==> src/rtl/light_package.sv <==
// light_package: light colour type, queue defaults and lane indices
package light_package;
   typedef enum logic [1:0] {red, yellow, green} colors;
   localparam int QDEPTH_DEF  = 15;
   localparam int HEADWAY_DEF = 2;
   localparam int LANE_ES     = 0;
   localparam int LANE_EL     = 1;
   localparam int LANE_WS     = 2;
   localparam int LANE_WL     = 3;
   localparam int LANE_NS     = 4;
endpackage

==> src/rtl/traffic_queue_model_lane.sv <==
// traffic_lane: one lane queue with departure headway and colour history
module traffic_lane import light_package::*; #(
   parameter int QDEPTH  = QDEPTH_DEF,
   parameter int HEADWAY = HEADWAY_DEF
) (
   input  logic       clk,
   input  logic       reset,
   input  logic       arrive,
   input  colors      light,
   output logic [3:0] count,
   output logic       overflow,
   output logic       depart,
   output logic       seq_bad
);
   logic [3:0] headway;
   colors      last;
   logic       full;
   assign full    = count == 4'(QDEPTH);
   assign depart  = light == green && |count && headway == 4'd0;
   assign seq_bad = last == green && light == red;
   // queue occupancy, departure spacing, previous colour and sticky drop flag
   always_ff @(posedge clk)
      if (reset) begin
         count    <= 4'd0;
         headway  <= 4'd0;
         last     <= red;
         overflow <= 1'b0;
      end else begin
         count    <= arrive && !depart && !full ? count + 4'd1 :
                     depart && !arrive ? count - 4'd1 : count;
         headway  <= depart ? 4'(HEADWAY - 1) : light != green ? 4'd0 :
                     headway != 4'd0 ? headway - 4'd1 : 4'd0;
         last     <= light;
         overflow <= overflow | (arrive && !depart && full);
      end
endmodule

==> config.mk <==
export PLATFORM = sky130hd
export DESIGN_NAME = traffic_lane
export DESIGN_NICKNAME = d
export VERILOG_FILES = /design/src/rtl/light_package.sv /design/src/rtl/traffic_queue_model_lane.sv
export SDC_FILE = /design/constraint.sdc
export NUM_CORES = 1
export LEC_CHECK = 0
export ABC_AREA = 0
export BUFFER_PORTS_ARGS = -buffer_cell sky130_fd_sc_hd__buf_2
export CORE_AREA = 2 2 42 44
export CTS_BUF_LIST = sky130_fd_sc_hd__clkbuf_8 sky130_fd_sc_hd__clkbuf_16
export DETAILED_ROUTE_END_ITERATION = 10
export DIE_AREA = 0 0 44 46
export SETUP_SLACK_MARGIN = 0.02
export SYNTH_ARGS = -nofsm -noshare
export SYNTH_HDL_FRONTEND = slang
export SYNTH_SLANG_ARGS = --single-unit
==> constraint.sdc <==
create_clock -name clk -period 2.2 [get_ports clk]
set_input_delay 0.44 -clock clk [delete_from_list [all_inputs] [get_ports clk]]
set_output_delay 0.44 -clock clk [all_outputs]
set_load 0.05 [all_outputs]
==> results.sh <==
export IMPL_clock_latency_ns=0.24
export IMPL_crit_type="reg -> reg"
export IMPL_final_hold_violation_count=0
export IMPL_cts_hold_buf=0
export IMPL_ys_flop_type="dfxtp_1"
export IMPL_worst_clock_skew_ns=0.00286
export IMPL_rsz0062_at_grt="yes"
export IMPL_setup_violations=1
export IMPL_power_frac_clock=0.225
export IMPL_status="finished, violations left"
export IMPL_start_kind="register"
export IMPL_period_minus_slack_ns=2.21
export IMPL_avgSynthCellArea_sq_um=9.97
export IMPL_mostFrequentLayoutCells="10 x buf_2, 7 x nor2_1, 7 x dfxtp_1, 7 x buf_4, 5 x nor2b_1"
export IMPL_ys_ff_latch=11
export IMPL_nets=93
export IMPL_grt_max_degree=14
export IMPL_yosysWarnings=0
export IMPL_syn_cell_area_sq_um=608
export IMPL_synthArstFlopShare=0
export IMPL_power_density_nw_per_um2=1000
export IMPL_synthCells=61
export IMPL_period_share=1.00
export IMPL_cp_end_kind="register"
export IMPL_vdd_drop_max_v=0.000569
export IMPL_clk_pin_slew_worst_paths_ns=0.05
export IMPL_synth_net_count=71
export IMPL_synth_edff_count=0
export IMPL_design_area_sq_um=876
export IMPL_routed_via_density=4.95
export IMPL_grt_overflow=0
export IMPL_p_total_w=0.000876
export IMPL_ios=12
export IMPL_p_leak_nw=0.389
export IMPL_cp_data_required_time_ns=2.32
export IMPL_die_x_microns=44
export IMPL_max_freq_mhz=453
export IMPL_violations="negative setup slack"
export IMPL_tritoncts="yes"
export IMPL_dp_cells=92
export IMPL_first_global_vias=450
export IMPL_drv_cap=0
export IMPL_cts_htree_levels=1
export IMPL_stdcell_count=99
export IMPL_clockBufferDepth=2
export IMPL_slowest_stage="or4_4"
export IMPL_initial_utilization=0.377
export IMPL_tightest_slew_ns=0.341
export IMPL_sw_frac_of_total=0.365
export IMPL_first_pass_iters=2
export IMPL_cts_root_buf="clkbuf_8"
export IMPL_final_util=0.543
export IMPL_routedWlPerCell_microns=12.5
export IMPL_max_stage_delay_ns=0.54
export IMPL_fin_ws_ns=-0.00780
export IMPL_port_buffers=11
export IMPL_num_vias=490
export IMPL_slew_headroom=0.768
export IMPL_power_frac_comb=0.482
export IMPL_cp_top_family="simple AND/OR/NAND/NOR gates"
export IMPL_grtUsageTotal=0.139
export IMPL_dpl_cell_area_sq_um=747
export IMPL_fillCellCount=157
export IMPL_hpwl_microns=867
export IMPL_grt_antenna_before_repair=0
export IMPL_critPathArrivalTime_ns=2.33
export IMPL_rows=15
export IMPL_dieHeight_microns=46
export IMPL_mostFrequentLayoutCell="buf_2"
export IMPL_maxSlewViolCount=0
export IMPL_synthDistinctLibCells=27
export IMPL_wirelength_microns=1240
export IMPL_path_buf_inv=0
export IMPL_place_gp_congestion=0.694
export IMPL_p_seq_frac=0.293
export IMPL_holdWs_ns=0.458
export IMPL_core_area_sq_um=1610
export IMPL_die_area_sq_um=2020
export IMPL_yosysSeqAreaShare=0.362
export IMPL_ant_nets=0
export IMPL_p_sw_w=0.000320
export IMPL_area_delta_synth_final_pct=44.0
export IMPL_grt_pass1_wl_microns=1900
export IMPL_cp_max_fo=3
export IMPL_p_int_w=0.000556
export IMPL_drt_iter0_drc=1
export IMPL_drive_above_1_share=0.524
export IMPL_clock_sinks=11
export IMPL_drc=0
export IMPL_crit_chain="or4_4 > nand3b_4 > nand2_4 > ha_4 > nand3_4 > a211oi_2 > mux2i_2 > mux2_4"
export IMPL_hp_class="in -> reg"
export IMPL_cts_buffers_inserted=3
export IMPL_insertedDiodeCount=0
==> synthesized netlist by cell type, drive strengths merged (2+ instances only) <==
cell	instances	area (sq um)
nor2	8	30.0
a21oi	2	10.0
inv	4	15.0
mux2i	3	33.8
ha	4	50.1
xnor2	3	26.3
dfxtp	11	220
or3	2	12.5
mux2	3	41.3
nor2b	5	31.3
nand2b	3	18.8
==> per-stage QoR <==
stage	setup WS, ns	TNS, ns
2_1_floorplan	-0.0488	-0.0488
3_3_place_gp	0.0458	0
3_5_place_dp	0.0131	0
4_1_cts	0.0195	0
5_1_grt	-0.0706	-0.117
6_report	-0.00780	-0.00780
==> path summary, 6_finish.rpt <==
| check | from | to | slack, ns | cells after the start |
|---|---|---|---|---|
| setup / recovery | count[2] | count[3] | -0.008 | 8 |
| hold / removal | arrive | overflow | 0.46 | 3 |
| setup reg to reg | count[2] | count[3] | -0.008 | 8 |
| hold reg to reg | overflow | overflow | 0.46 | 2 |
==> logic make-up after synthesis <==
group	Yosys count	synth area share
and+or+nand+nor	27	0.286
DFF	11	0.362
muxes	6	0.123
buffers and inverters	5	0.0309
adders and majority gates	5	0.115
AOI/OAI and AO/OA	4	0.0391
xor gates and xnor gates	3	0.0432
==> power groups by stage <==
stage                     clock network (W)  logic, W  registers (W)
after global placement                    0  0.000339       0.000257
after global routing               0.000215  0.000452       0.000261
after floorplan                           0  0.000181       0.000335
after detailed placement                  0  0.000340       0.000258
final                              0.000197  0.000422       0.000257
after CTS                          0.000206  0.000370       0.000254
==> timing repair <==
item                                    4_1_cts  5_1_grt
endpoints found under the setup margin        1        2
resized for setup                             4        9
buffers inserted                              1        2
endpoints found under the hold margin         0        0
pin swaps                                     2        6
==> worst register-to-register path: stages (launching register included) <==
cell and delay, ns:
dfxtp_4 0.33, or4_4 0.54, nand3b_4 0.11, nand2_4 0.08, ha_4 0.31, nand3_4 0.07, a211oi_2 0.25, mux2i_2 0.11
mux2_4 0.30
==> layer usage <==
metal / share of wire / routed length [microns] / vias to the layer above / GRT usage
li1: - / - / 247 / -
met1: 0.43 / 537 / 235 / 0.157
met2: 0.54 / 670 / 6 / 0.221
met3: 0.019 / 23 / 2 / 0.0357
met4: 0.0065 / 8 / 0 / 0.109
met5: 0 / 0 / - / 0
==> sequential cells by signal, indices dropped and copies added (netlist names) <==
signal,count
last,2
overflow,1
headway,4
count,4
==> area by class of cell <==
cell class	instances	area (sq um)	share of cell area
multi-input cells	45	450	0.514
repair buffers	18	114	0.130
clock buffers	3	41.3	0.0471
flip-flops and latches	11	230	0.263
inverters	4	15.0	0.0171
clock inverters	1	3.75	0.00429
well taps	17	21.3	0.0243
Note: power is estimated with default switching activity, not from simulation.
